===== src/rtl/eth_pkg.sv =====
// Shared types and constants for the Ethernet TX framer and CRC logic.
package eth_pkg;

    typedef enum logic [2:0] {
        IDLE,
        PRE,
        SFD,
        DATA,
        PAD,
        FCS,
        IFG,
        DRAIN
    } state_e;

    localparam logic [7:0]  PREAMBLE_BYTE = 8'h55;
    localparam logic [7:0]  SFD_BYTE      = 8'hD5;
    localparam logic [31:0] CRC_INIT      = 32'hFFFF_FFFF;
    localparam logic [31:0] CRC_POLY_REFL = 32'hEDB8_8320;

endpackage


===== src/rtl/crc32_d8.sv =====
// Combinational one-byte step of the reflected Ethernet CRC-32.
module crc32_d8
    import eth_pkg::*;
(
    input  logic [31:0] crc_in,
    input  logic [7:0]  data,
    output logic [31:0] crc_out
);

    logic [31:0] crc_acc;

    // Fold the byte in LSB first, one polynomial step per bit
    always_comb begin
        crc_acc = crc_in ^ {24'h0, data};
        for (int unsigned i = 0; i < 8; i++) begin
            crc_acc = crc_acc[0] ? ((crc_acc >> 1) ^ CRC_POLY_REFL) : (crc_acc >> 1);
        end
        crc_out = crc_acc;
    end

endmodule


===== src/rtl/eth_tx_framer.sv =====
// GMII transmit framer: drains the TX FIFO and wraps each payload in
// preamble/SFD, pads to minimum length, appends the FCS and holds the IFG.
// Underruns are flagged with tx_er and the rest of that frame is discarded.
module eth_tx_framer
    import eth_pkg::*;
#(
    parameter int DW           = 8,
    parameter int PREAMBLE_LEN = 7,
    parameter int MIN_LEN      = 60,
    parameter int IFG_CYCLES   = 12,
    parameter int CNT_W        = 11
) (
    input  logic          clk,
    input  logic          srst,
    input  logic          fifo_empty,
    input  logic [DW:0]   fifo_data,
    output logic          fifo_rd_en,
    output logic [DW-1:0] gmii_txd,
    output logic          gmii_tx_en,
    output logic          gmii_tx_er,
    output logic          busy,
    output logic          frame_done,
    output logic          underrun
);

    localparam int IDX_MAX0 = (PREAMBLE_LEN > IFG_CYCLES) ? PREAMBLE_LEN : IFG_CYCLES;
    localparam int IDX_MAX  = (IDX_MAX0 > 4) ? IDX_MAX0 : 4;
    localparam int IDX_W    = $clog2(IDX_MAX + 1);

    localparam logic [IDX_W-1:0] PRE_LAST = IDX_W'(PREAMBLE_LEN - 1);
    localparam logic [IDX_W-1:0] IFG_LAST = IDX_W'(IFG_CYCLES - 1);
    localparam logic [IDX_W-1:0] FCS_LAST = IDX_W'(3);
    localparam logic [CNT_W-1:0] MIN_LEN_C = CNT_W'(MIN_LEN);

    state_e            state_q, state_d;
    logic [IDX_W-1:0]  idx_q, idx_d;
    logic [CNT_W-1:0]  cnt_q, cnt_d;
    logic [31:0]       crc_q, crc_d;
    logic              rd_vld_q, rd_vld_d;
    logic [DW-1:0]     txd_q, txd_d;
    logic              tx_en_q, tx_en_d;
    logic              tx_er_q, tx_er_d;
    logic              frame_done_q, frame_done_d;
    logic              underrun_q, underrun_d;

    logic              rd_en;
    logic              rd_last;
    logic [CNT_W-1:0]  cnt_inc;
    logic [7:0]        crc_byte;
    logic [31:0]       crc_next;
    logic [31:0]       fcs_word;

    assign rd_last  = rd_vld_q && fifo_data[DW];
    assign cnt_inc  = (cnt_q == '1) ? cnt_q : cnt_q + 1'b1;
    assign fcs_word = ~crc_q;

    crc32_d8 u_crc (
        .crc_in  (crc_q),
        .data    (crc_byte),
        .crc_out (crc_next)
    );

    // State register
    always_ff @(posedge clk) begin
        if (srst) begin
            state_q <= IDLE;
        end else begin
            state_q <= state_d;
        end
    end

    // Datapath and registered GMII outputs
    always_ff @(posedge clk) begin
        if (srst) begin
            idx_q        <= '0;
            cnt_q        <= '0;
            crc_q        <= CRC_INIT;
            rd_vld_q     <= 1'b0;
            txd_q        <= '0;
            tx_en_q      <= 1'b0;
            tx_er_q      <= 1'b0;
            frame_done_q <= 1'b0;
            underrun_q   <= 1'b0;
        end else begin
            idx_q        <= idx_d;
            cnt_q        <= cnt_d;
            crc_q        <= crc_d;
            rd_vld_q     <= rd_vld_d;
            txd_q        <= txd_d;
            tx_en_q      <= tx_en_d;
            tx_er_q      <= tx_er_d;
            frame_done_q <= frame_done_d;
            underrun_q   <= underrun_d;
        end
    end

    // Next-state decision
    always_comb begin
        state_d = state_q;
        case (state_q)
            IDLE:  if (!fifo_empty) state_d = PRE;
            PRE:   if (idx_q == PRE_LAST) state_d = SFD;
            SFD:   state_d = DATA;
            DATA: begin
                if (!rd_vld_q) begin
                    state_d = DRAIN;
                end else if (fifo_data[DW]) begin
                    state_d = (cnt_inc < MIN_LEN_C) ? PAD : FCS;
                end
            end
            PAD:   if (cnt_inc >= MIN_LEN_C) state_d = FCS;
            FCS:   if (idx_q == FCS_LAST) state_d = IFG;
            IFG:   if (idx_q == IFG_LAST) state_d = IDLE;
            DRAIN: if (rd_last) state_d = IFG;
            default: state_d = IDLE;
        endcase
    end

    // Per-state outputs, FIFO pops, CRC and byte-count updates
    always_comb begin
        idx_d        = (state_d != state_q) ? '0 : idx_q + 1'b1;
        cnt_d        = cnt_q;
        crc_d        = crc_q;
        crc_byte     = '0;
        txd_d        = '0;
        tx_en_d      = 1'b0;
        tx_er_d      = 1'b0;
        frame_done_d = 1'b0;
        underrun_d   = 1'b0;
        rd_en        = 1'b0;
        case (state_q)
            PRE: begin
                txd_d   = PREAMBLE_BYTE;
                tx_en_d = 1'b1;
            end
            SFD: begin
                txd_d   = SFD_BYTE;
                tx_en_d = 1'b1;
                rd_en   = !fifo_empty;
            end
            DATA: begin
                rd_en   = !fifo_empty && !rd_last;
                tx_en_d = 1'b1;
                if (rd_vld_q) begin
                    txd_d    = fifo_data[DW-1:0];
                    crc_byte = fifo_data[DW-1:0];
                    crc_d    = crc_next;
                    cnt_d    = cnt_inc;
                end else begin
                    tx_er_d    = 1'b1;
                    underrun_d = 1'b1;
                end
            end
            PAD: begin
                tx_en_d = 1'b1;
                crc_d   = crc_next;
                cnt_d   = cnt_inc;
            end
            FCS: begin
                tx_en_d = 1'b1;
                case (idx_q[1:0])
                    2'd0:    txd_d = fcs_word[7:0];
                    2'd1:    txd_d = fcs_word[15:8];
                    2'd2:    txd_d = fcs_word[23:16];
                    default: txd_d = fcs_word[31:24];
                endcase
                frame_done_d = (idx_q == FCS_LAST);
            end
            DRAIN: begin
                rd_en        = !fifo_empty && !rd_last;
                frame_done_d = rd_last;
            end
            default: ;
        endcase
        // Both normal and aborted frames pass through IFG, so reinitialise there
        if (state_d == IFG && state_q != IFG) begin
            crc_d = CRC_INIT;
            cnt_d = '0;
        end
        rd_vld_d = fifo_rd_en;
    end

    // No pop while reset is asserted, so a truncated frame cannot lose a word
    assign fifo_rd_en = rd_en && !srst;
    assign gmii_txd   = txd_q;
    assign gmii_tx_en = tx_en_q;
    assign gmii_tx_er = tx_er_q;
    assign frame_done = frame_done_q;
    assign underrun   = underrun_q;
    assign busy       = (state_q != IDLE);

endmodule


===== config.mk =====
export PLATFORM = sky130hd
export DESIGN_NAME = eth_tx_framer
export DESIGN_NICKNAME = d
export VERILOG_FILES = /design/src/rtl/eth_pkg.sv /design/src/rtl/crc32_d8.sv /design/src/rtl/eth_tx_framer.sv
export SDC_FILE = /design/constraint.sdc
export NUM_CORES = 1
export LEC_CHECK = 0
export ABC_AREA = 0
export BUFFER_PORTS_ARGS = -buffer_cell sky130_fd_sc_hd__buf_2
export CAP_MARGIN = 20
export CORE_UTILIZATION = 25
export DETAILED_ROUTE_END_ITERATION = 6
export SYNTH_ARGS = -nofsm -noshare
export SYNTH_HDL_FRONTEND = slang
export SYNTH_SLANG_ARGS = --single-unit

===== constraint.sdc =====
create_clock -name clk -period 2.5 [get_ports clk]
set_clock_uncertainty 0.2 [all_clocks]
set_input_delay 0.125 -clock clk [delete_from_list [all_inputs] [get_ports clk]]
set_output_delay 0.125 -clock clk [all_outputs]
set_load 0.01 [all_outputs]

# Word level (Yosys, flattened, before mapping)
# Cells that the tools add are included.
# totals
in_bits	12
register_bits	62
wordCells	89
# classes
reduce_logical	17
order_cmp	2
muxes	31
addsub	2
n_eq_ne	17
n_bitwise	11
# ops
operator	count
$mux W32	9
$not A13 Y14	8
$pmux W32 S2	1
$not A32 Y32	1
$pmux W8 S4	1
$xor A32 B8 Y32	1
$mux W3	8
$pmux W3 S8	1
$pmux W8 S3	1
$mux W11	2
$pmux W11 S2	1
$mux W8	2
$eq A3 B3 Y1 const B	5
$add A11 B1 Y11 const B	1
$eq A11 B11 Y1 const B	1
$ge A11 B6 Y1 const B	1
$lt A11 B6 Y1 const B	1
$reduce_or A2 Y1	4
$eq A3 B2 Y1 const B	2
$reduce_or A5 Y1	1
$add A4 B1 Y4 const B	1
$eq A4 B2 Y1 const B	1
$eq A4 B3 Y1 const B	1
$eq A4 B4 Y1 const B	1
other kinds (16)	24

# Longest topological paths before layout
# Gate-level depths: netlist of run 1.
# depth
depth_word	21
ltp_mapped	8

# By module
# A second synthesis of run 1 with hierarchy kept.
# hier_totals
cells_unflattened	453
hier_area_um2	4216.5
# modules_own_cells
mod	seq_area_each_um2	area_per_inst_um2	cells_each	instances
eth_tx_framer	1241.2	3245.6	390	1
crc32_d8	0.0	970.9	63	1

# Worst setup path after synthesis of run 1
# No wires, ideal clock.
# synth_timing
path_type	reg-to-reg
startpoint	reg idx_q[0]
endpoint	reg idx_q[3]
required_time_ns	2.166
path_buffers	1
stages_incl_launch_ff	9
arrival_ns	1.953
path_slack_ns	0.214
period_less_slack_ns	2.286
path_cell_list	dfxtp_1 > ha_1 > clkbuf_1 > nor4bb_1 > o21ai_0 > a22oi_1 > nor4bb_1 > a311oi_1 > nor2_1
# synth_between
elab_chain_len	5
word_cells_on_any_way	10
classes_between	1 x add/sub; 4 x eq/ne; 4 x mux; 1 x reduce/logical
# synth_rtl
item	line_no	source
start, declared	eth_tx_framer.sv:36	logic [IDX_W-1:0] idx_q, idx_d;
start signal, assigned	eth_tx_framer.sv:85	idx_q <= idx_d;
$eq A4 B4 Y1 (tied with other cells)	eth_tx_framer.sv:113	IFG: if (idx_q == IFG_LAST) state_d = IDLE;
$mux W3, on equally long branches	eth_tx_framer.sv:113, eth_tx_framer.sv:102, eth_tx_framer.sv:112	
$pmux W3 S8	eth_tx_framer.sv:100	case (state_q)
$ne A3 B3 Y1	eth_tx_framer.sv:121	idx_d = (state_d != state_q) ? '0 : idx_q + 1'b1;
$reduce_or A2 Y1 (no line)	n/a	
# Parallel ways exist; a longest one is shown, timed or not.
# A chain may end at the register's enable or synchronous reset.

# Worst setup path in the final report of run 1
# layout_timing
startpoint	reg state_q[0]
endpoint	reg crc_q[17]
# layout_between
elab_chain_len	17
word_cells_on_any_way	40
classes_between	10 x eq/ne; 20 x mux; 5 x bitwise; 5 x reduce/logical
# layout_rtl
item	line_no	source
start, declared	eth_tx_framer.sv:35	state_e state_q, state_d;
start signal, assigned	eth_tx_framer.sv:68	state_q <= state_d;
$eq A3 B2 Y1	eth_tx_framer.sv:100, eth_tx_framer.sv:131	
$mux W8	eth_tx_framer.sv:131	case (state_q)
$xor A32 B8 Y32	crc32_d8.sv:14	crc_acc = crc_in ^ {24'h0, data};
$mux W32	crc32_d8.sv:16	crc_acc = crc_acc[0] ? ((crc_acc >> 1) ^ CRC_POLY_REFL) : (crc_acc >> 1);
$not A13 Y14 (no line)	n/a	
$mux W32 (2 in a row)	crc32_d8.sv:16	
$not A13 Y14 (no line)	n/a	
$mux W32	crc32_d8.sv:16	
$not A13 Y14 (no line)	n/a	
$mux W32	crc32_d8.sv:16	
$not A13 Y14 (no line)	n/a	
$mux W32 (3 in a row)	crc32_d8.sv:16	
$mux W32	eth_tx_framer.sv:144	if (rd_vld_q) begin
$pmux W32 S2	eth_tx_framer.sv:131	
end signal, assigned	eth_tx_framer.sv:87	crc_q <= crc_d;
end, declared	eth_tx_framer.sv:38	logic [31:0] crc_q, crc_d;
# Parallel ways exist; a longest one is shown, timed or not. The select of a mux whose other input is x is not followed.

==> results of run 1 <==
logic make-up (layout without fill, tap and decap cells):
group | Yosys count | count (layout) | share of synthesized area
AO/OA/AOI/OAI | 118 | 118 | 0.189
XOR/XNOR | 74 | 74 | 0.221
adder cells (fa/ha/maj) | 5 | 5 | 0.0151
buffers and inverters | 45 | 89 | 0.0483
flip-flops | 62 | 62 | 0.299
multiplexers | 1 | 1 | 0.00241
AND/OR/NAND/NOR | 187 | 187 | 0.225
cell type report:
cell class              instances  share of cell area
inverters                      12             0.00899
clock buffers                  10              0.0457
multi-input cells             385               0.547
repair buffers                 61              0.0839
clock inverters                 6              0.0125
flip-flops and latches         62               0.248
well taps                     216              0.0540
metrics by stage:
step | power, mW | setup WS [ps] | area (µm²) | instances | util
after floorplan | 1.09 | 214 | 4150 | 492 | -
after global placement | 1.15 | 196 | 4650 | 731 | 0.289
after detailed placement | 1.15 | 147 | 4650 | 731 | 0.289
after CTS | 2.41 | 137 | 4990 | 752 | 0.311
after global routing | 2.47 | 2.72 | 5010 | 752 | 0.312
final | 2.38 | 177 | 5010 | 752 | 0.312
flip-flops by register name (all words and copies together), names as in the netlist:
| name | count |
|---|---|
| state_q | 3 |
| rd_vld_q | 1 |
| gmii_tx_en | 1 |
| idx_q | 4 |
| frame_done | 1 |
| crc_q | 32 |
| gmii_txd | 8 |
| cnt_q | 11 |
| underrun | 1 |
power by group:
| part | total [mW] | switching (mW) | internal, mW |
|---|---|---|---|
| clock network | 1.24 | 0.476 | 0.769 |
| registers | 1.00 | 0.00539 | 0.995 |
| logic | 0.137 | 0.0862 | 0.0513 |
| total | 2.38 | 0.567 | 1.82 |
worst paths after layout:
check	to	slack, ps
worst max-delay path	crc_q[17]$_SDFFE_PP1P_	180
worst min register to register	idx_q[0]$_SDFF_PP0_	300
worst min-delay path	gmii_txd[7]$_SDFF_PP0_	30
worst max register to register	crc_q[17]$_SDFFE_PP1P_	180
per-layer routing:
layer	GRT usage	up-vias	wire length, µm
li1	-	1813	-
met1	0.185	1705	5220
met2	0.224	85	5230
met3	0.0244	21	461
met4	0.0723	0	308
met5	0	-	0
what timing repair did:
item / in CTS / in global routing
endpoints found under the hold margin: 9 / 0
hold buffers: 5 / 0
gates resized for setup: 0 / 4
endpoints found under the setup margin: 0 / 5
synth_stat cells, types with 5 or more instances:
library cell / number
inv_1: 12
dfxtp_1: 62
o211ai_1: 20
a21oi_1: 26
nor3_1: 17
a211oi_1: 6
xnor3_1: 12
clkbuf_1: 15
xor2_1: 19
o311ai_0: 6
nor2_1: 58
nand3_1: 10
xnor2_1: 35
nand2_1: 45
and3_1: 6
ha_1: 5
o21ai_1: 7
o21ai_0: 21
nor4_1: 6
nor2b_1: 14
buf_2: 11
o22ai_1: 8
and2_1: 5
worst max-delay path: stages, from the launching register on:
cell      delay [ps]
dfxtp_1          430
nand4b_4         230
buf_4            230
or3_1            330
a211oi_1         370
nor2_1           130
xnor2_1          180
o211ai_1          90
==> qor.csv, run 1 <==
stage,metric,value,unit
drt,post_drt_wl_per_cell,14.9,µm
job,maxCapViolCount,0,
drt,wl,11200,µm
finish,synthToLayoutAreaGrowth,20.8,%
clock_network,clkLatencyLatePin,340,ps
timing,setup_viol,0,
drt,drt_iter0_markers,332,
synthesis,synth_seq_area_share,0.299,
timing,post-route-period-util,0.929,
drt,firstDrtPassIters,5,
timing,rsz0062_at_grt,no,
finish,nFillCells,1679,
worst_setup_path,reg2reg_depth,7,
synthesis,ys_ff_latch,62,
clock_network,h-tree-depth,3,
timing,worst_slew_pin_slew,653,ps
floorplan,initial_core_util,0.258,
synthesis,syn_inst,492,
worst_hold_path,hold_depth,4,
global_routing,antenna_found_initial,0,
clock_network,cts.sinks,62,
synthesis,avgSynthCellArea,8.43,µm²
floorplan,design.die.area,0.0171,mm²
timing,fmax,0.430,GHz
finish,layout_common_cells,"62 x dfxtp_1, 57 x nor2_1, 45 x nand2_1",
worst_setup_path,startpoint_type,flop,
timing,min_period,2320,ps
global_routing,track_usage,0.142,
drt,avgViaCountPerCell,4.82,
clock_network,cts-buffers-inserted,9,
worst_setup_path,crit_type,reg -> reg,
floorplan,io_pins,26,
synthesis,ys_types,61,
synthesis,yosys.area.top_type,dfxtp_1,
global_routing,grt_start_max_net_pins,32,
finish,mostFrequentLayoutCell,dfxtp_1,
timing,tns,0,ps
worst_hold_path,min_path_type,in -> reg,
finish,fin_nets,548,
floorplan,core.rowCount,46,
drt,ant_nets,0,
synthesis,syn_nets,509,
synthesis,async_flop_share,0,
clock_network,path_clk_slew,60,ps
pwr,pwr_density_cell,476,mW/mm²
floorplan,die_y,131,µm
status,outcome,finished clean,
floorplan,core_area,0.0161,mm²
clock_network,cts_buffer_depth,2,
synthesis,syn_area,0.00415,mm²
global_routing,grt_pass1_wl,17900,µm
finish,layout-drive-gt1-share,0.172,
worst_setup_path,cp_max_fo,10,
placement,hpwl,8200,µm
finish,multi_input_comb_area,0.00274,mm²
drt,via_count,3624,
timing,slew_violations,0,
synthesis,synth_edf_count,0,
worst_setup_path,crit_start,state_q[0]$_SDFF_PP0_,
finish,diodes,0,
worst_setup_path,rr_startpoint,state_q[0]$_SDFF_PP0_,
pwr,ir_worst_vdd,0.000288,V
worst_hold_path,min-delay-start,fifo_data[7],
pwr,p_leak,2.07,nW
floorplan,die_w,131,µm
finish,seqCellArea,0.00124,mm²
synthesis,synth_area_leaders,"dfxtp_1 30%, xnor2_1 7.4%, xnor3_1 6.5%",
worst_setup_path,cp.required,2500,ps
clock_network,cts_setup_buffers,0,
global_routing,grt_pass1_vias,3290,
clock_network,tritoncts,done,
worst_setup_path,setup.worst_path.end_class,flop,
synthesis,ys_warn_count,0,
placement,gp_congestion,0.854,
global_routing,overflow,0,
timing,max_slew_margin,0.561,
drt,drc,0,
synthesis,synth_top_area_share,0.299,
synthesis,synth_flop_cell,dfxtp_1,
clock_network,cts_root_buf,clkbuf_16,
placement,port_buffers,25,
worst_setup_path,cp.arrival,2330,ps
timing,holdWs,28.0,ps
timing,hold_viol,0,
(Power assumes the default switching activity.)
==> run 2: changes to the inputs <==
--- a/config.mk
+++ b/config.mk
@@ -11,4 +11,5 @@
 export CORE_UTILIZATION = 25
 export DETAILED_ROUTE_END_ITERATION = 6
+export HOLD_SLACK_MARGIN = 0.03
 export SYNTH_ARGS = -nofsm -noshare
 export SYNTH_HDL_FRONTEND = slang
==> constraint.sdc (replaced) <==
create_clock -name clk -period 2.5 [get_ports clk]
set_clock_uncertainty 0.2 [all_clocks]
set_input_delay 0.5 -clock clk [delete_from_list [all_inputs] [get_ports clk]]
set_output_delay 0.5 -clock clk [all_outputs]
set_load 0.01 [all_outputs]
==> qor.csv, run 2 (synthesized netlist as in run 1, its figures left out) <==
stage,metric,value,unit
status,outcome,finished clean,
finish,mostFrequentLayoutCell,dfxtp_1,
timing,worst_slew_pin_slew,830,ps
drt,wl,11600,µm
floorplan,initial_core_util,0.258,
worst_setup_path,rr_startpoint,idx_q[0]$_SDFF_PP0_,
finish,design_area,0.00503,mm²
placement,placed_cell_area,0.00466,mm²
floorplan,core.rowCount,46,
worst_setup_path,reg2reg_depth,7,
timing,fmax,0.427,GHz
worst_setup_path,r2r_end,crc_q[19]$_SDFFE_PP1P_,
clock_network,cts-buffers-inserted,9,
placement,gp_congestion,0.861,
worst_setup_path,cp.arrival,2410,ps
global_routing,antenna_found_initial,0,
drt,via_count,3600,
pwr,p_leak,2.09,nW
finish,fin_nets,549,
global_routing,grt_pass1_wl,18200,µm
timing,rsz0062_at_grt,no,
worst_setup_path,r2r_setup_slack,160,ps
drt,avgViaCountPerCell,4.78,
worst_setup_path,setup.worst_path.end_class,flop,
clock_network,h-tree-depth,3,
pwr,design_power_total,2.50,mW
placement,hpwl,8490,µm
placement,port_buffers,25,
drt,ant_nets,0,
drt,drc,0,
floorplan,die_y,131,µm
timing,max_slew_margin,0.443,
clock_network,cts_hold_buffers,0,
finish,nFillCells,1681,
pwr,pwr_density_cell,497,mW/mm²
worst_setup_path,startpoint_type,flop,
timing,post-route-period-util,0.937,
timing,min_period,2340,ps
clock_network,cts_root_buf,clkbuf_16,
finish,layout_common_cells,"62 x dfxtp_1, 57 x nor2_1, 45 x nand2_1",
finish,multi_input_comb_area,0.00274,mm²
finish,seqCellArea,0.00124,mm²
finish,synthToLayoutAreaGrowth,21.4,%
timing,hold_viol,0,
floorplan,design.die.area,0.0171,mm²
global_routing,overflow,0,
job,maxCapViolCount,0,
floorplan,die_w,131,µm
clock_network,cts_buffer_depth,2,
finish,max_flop_register,crc_q,
timing,tns,0,ps
drt,post_drt_wl_per_cell,15.5,µm
worst_setup_path,cp_max_fo,8,
clock_network,clkLatencyLatePin,340,ps
finish,diodes,0,
timing,setup_viol,0,
worst_setup_path,crit_type,reg -> reg,
clock_network,tritoncts,done,
pwr,ir_worst_vdd,0.000316,V
floorplan,io_pins,26,
global_routing,track_usage,0.143,
worst_hold_path,min_path_type,in -> reg,
timing,slew_violations,0,
floorplan,core_area,0.0161,mm²
timing,holdWs,253,ps
worst_setup_path,cp.required,2570,ps
worst_setup_path,crit_end,crc_q[19]$_SDFFE_PP1P_,
worst_setup_path,crit_start,idx_q[0]$_SDFF_PP0_,
drt,firstDrtPassIters,5,
global_routing,grt_pass1_vias,3388,
finish,layout-drive-gt1-share,0.181,
finish,finish.utilization,0.313,
finish,largest_reg_flops,32,
clock_network,cts.sinks,62,
drt,drt_iter0_markers,189,
clock_network,path_clk_slew,60,ps
global_routing,grt_start_max_net_pins,31,
run 2: cell types whose count changed in the layout (fill, tap and decap cells not counted):
cell,delta
dlygate4sd3_1,-5
clkinvlp_4,+1
clkbuf_8,+1
o21ai_1,+1
clkinv_4,-2
clkinv_2,-2
o21ai_2,-1
buf_4,+6
inv_6,+1
bufinv_16,+1
run 2: per-stage QoR:
| step | setup slack [ps] | std cells |
|---|---|---|
| 2_1_floorplan | 205 | 492 |
| 3_3_place_gp | 123 | 733 |
| 3_5_place_dp | 95.3 | 733 |
| 4_1_cts | 120 | 749 |
| 5_1_grt | 2.96 | 753 |
| 6_report | 158 | 753 |
run 2: how the worst min path moves through the flow:
stage                                    from                      to  slack (ps)  cells past startpoint
after CTS                        fifo_data[5]  gmii_txd[5]$_SDFF_PP0_         240                      3
after detailed placement  idx_q[0]$_SDFF_PP0_     idx_q[0]$_SDFF_PP0_         280                      1
after floorplan           idx_q[0]$_SDFF_PP0_     idx_q[0]$_SDFF_PP0_         240                      1
after global routing             fifo_data[5]  gmii_txd[5]$_SDFF_PP0_         280                      3
after global placement    idx_q[0]$_SDFF_PP0_     idx_q[0]$_SDFF_PP0_         270                      1
final                            fifo_data[5]  gmii_txd[5]$_SDFF_PP0_         250                      3
run 2: power by group:
part | switching (mW) | internal, mW
Combinational | 0.0818 | 0.0440
Sequential | 0.00510 | 0.995
Clock | 0.475 | 0.902
Total | 0.561 | 1.94
run 2: cell type report:
| type | instances | share of cell area |
|---|---|---|
| Sequential cell | 62 | 0.247 |
| Tap cell | 216 | 0.0537 |
| Timing Repair Buffer | 62 | 0.0825 |
| Multi-Input combinational cell | 385 | 0.544 |
| Clock buffer | 11 | 0.0482 |
| Inverter | 12 | 0.00895 |
| Clock inverter | 5 | 0.0162 |
run 2: routing by layer:
metal  wire length, µm  track usage  part of all wire
met1              5540        0.192              0.48
met2              5440        0.232              0.47
met3               492       0.0261             0.042
met4               166       0.0446             0.014
met5                 0            0                 0
run 2: worst max-delay path, cell delays in order, from the launching register on:
cell,delay (ps)
dfxtp_1,400
ha_1,280
or4b_1,460
a21oi_1,250
or2_2,280
nor3_1,80
and3_1,190
nor3_2,130
run 2: what timing repair did:
action,in CTS,in global routing
hold endpoints to repair,0,0
buffers inserted,0,4
gates resized for setup,0,3
endpoints found under the setup margin,0,5
==> run 3: changes to the inputs <==
Settings changed: CORE_ASPECT_RATIO set to 1.4, CORE_UTILIZATION 25 to 60, PLACE_DENSITY set to 0.79.
==> qor.csv, run 3 (synthesized netlist as in run 1, its figures left out) <==
stage,metric,value,unit
finish,layout-drive-gt1-share,0.177,
timing,hold_viol,0,
floorplan,initial_core_util,0.627,
pwr,clock_power_share,0.474,
global_routing,antenna_found_initial,0,
timing,worst_slew_pin_slew,736,ps
global_routing,track_usage,0.317,
clock_network,cts_buffer_depth,2,
global_routing,overflow,0,
clock_network,cts_root_buf,clkbuf_8,
finish,fin_nets,549,
finish,diodes,0,
status,outcome,"complete, but fails checks",
timing,holdWs,232,ps
worst_setup_path,setup.worst_path.end_class,flop,
timing,rsz0062_at_grt,yes,
placement,hpwl,8130,µm
clock_network,clkLatencyLatePin,350,ps
pwr,p_leak,2.04,nW
worst_setup_path,crit_start,state_q[1]$_SDFF_PP0_,
pwr,pwr_density_cell,450,mW/mm²
finish,largest_reg_flops,32,
floorplan,core.rowCount,35,
timing,min_period,2410,ps
timing,fmax,0.415,GHz
pwr,ir_worst_vdd,0.000481,V
timing,setup_viol,0,
drt,ant_nets,0,
clock_network,h-tree-depth,3,
finish,layout_common_cells,"62 x dfxtp_1, 57 x nor2_1, 45 x nand2_1",
worst_setup_path,startpoint_type,flop,
timing,max_slew_margin,0.509,
placement,port_buffers,25,
worst_setup_path,cp.required,2570,ps
status,violations,design-rule violations,
floorplan,core_area,0.00661,mm²
global_routing,grt_pass1_vias,3563,
finish,nFillCells,516,
drt,post_drt_wl_per_cell,17.4,µm
clock_network,path_clk_slew,70,ps
drt,drt_iter0_markers,295,
drt,via_count,3728,
clock_network,cts-buffers-inserted,9,
clock_network,cts_hold_buffers,0,
finish,mostFrequentLayoutCell,dfxtp_1,
clock_network,cts.sinks,62,
placement,placed_cells,610,
global_routing,grt_pass1_wl,17400,µm
job,maxCapViolCount,0,
timing,post-route-period-util,0.963,
finish,final_cells,629,
floorplan,die_w,72.3,µm
drt,firstDrtPassIters,7,
floorplan,design.die.area,0.00725,mm²
pwr,combPwrFrac,0.059,
drt,wl,10900,µm
worst_setup_path,rr_startpoint,state_q[1]$_SDFF_PP0_,
pwr,power.share.sequential,0.468,
drt,avgViaCountPerCell,5.93,
worst_setup_path,cp.arrival,2480,ps
finish,max_flop_register,crc_q,
floorplan,die_y,100,µm
timing,slew_violations,0,
finish,synthToLayoutAreaGrowth,14.6,%
worst_setup_path,cp_max_fo,16,
placement,gp_congestion,0.915,
global_routing,grt_start_max_net_pins,20,
worst_hold_path,min-delay-start,fifo_data[5],
floorplan,io_pins,26,
pwr,p_sw_frac,0.236,
pwr,p_int,1.63,mW
drt,drc,2,
pwr,switchingPower,0.503,mW
clock_network,tritoncts,done,
worst_setup_path,crit_type,reg -> reg,
worst_hold_path,min_path_type,in -> reg,
-- run 3: cell counts in the layout (fill, tap and decap cells not counted) --
Identical to the previous run, type by type.
-- run 3: final timing paths --
check                           depth (start not counted)  slack, ps                endpoint
worst max-delay path                                    6         90  crc_q[22]$_SDFFE_PP1P_
worst min-delay path                                    3        230  gmii_txd[5]$_SDFF_PP0_
worst min register to register                          1        290     idx_q[0]$_SDFF_PP0_
worst max register to register                          6         90  crc_q[22]$_SDFFE_PP1P_
-- run 3: final cells by class --
cell class | instances | area (µm²) | area share
flip-flops and latches | 62 | 1240 | 0.261
inverters | 12 | 45.0 | 0.00948
repair buffers | 62 | 403 | 0.0848
multi-input cells | 385 | 2730 | 0.573
well taps | 92 | 115 | 0.0242
clock inverters | 5 | 81.3 | 0.0171
clock buffers | 11 | 141 | 0.0298
-- run 3: metrics by stage --
step | worst slack [ps] | utilization | TNS [ps] | instance area, µm² | power [mW]
finish | 91.6 | 0.719 | 0 | 4750 | 2.14
global route | -32.7 | 0.719 | -65.1 | 4750 | 2.21
CTS | 92.3 | 0.714 | 0 | 4720 | 2.14
detailed placement | 90.6 | 0.681 | 0 | 4500 | 1.14
global placement | 150 | 0.681 | 0 | 4500 | 1.14
floorplan | 205 | - | 0 | 4150 | 1.09
-- run 3: critical path, cell delays in order, from the launching register on --
cell      delay (ps)
dfxtp_1          440
nand4b_4         260
or3_4            480
a211oi_2         350
o211ai_1         210
and3_1           220
o31ai_2          170
-- run 3: repair_timing --
item | CTS | global route
setup buffers | 0 | 3
resized for setup | 0 | 1
endpoints found under the hold margin | 0 | 0
setup endpoints to repair | 0 | 7
-- run 3: power by group through the flow --
stage / clock network [mW] / registers (mW) / logic (mW)
finish: 1.01 / 0.999 / 0.125
global route: 1.07 / 0.999 / 0.135
CTS: 1.02 / 0.999 / 0.124
detailed placement: 0 / 1.02 / 0.122
global placement: 0 / 1.02 / 0.119
floorplan: 0 / 1.02 / 0.0737
-- run 3: layer usage --
layer,global-route usage,part of all wire
met1,0.352,0.40
met2,0.543,0.51
met3,0.0773,0.051
met4,0.183,0.046
met5,0,0
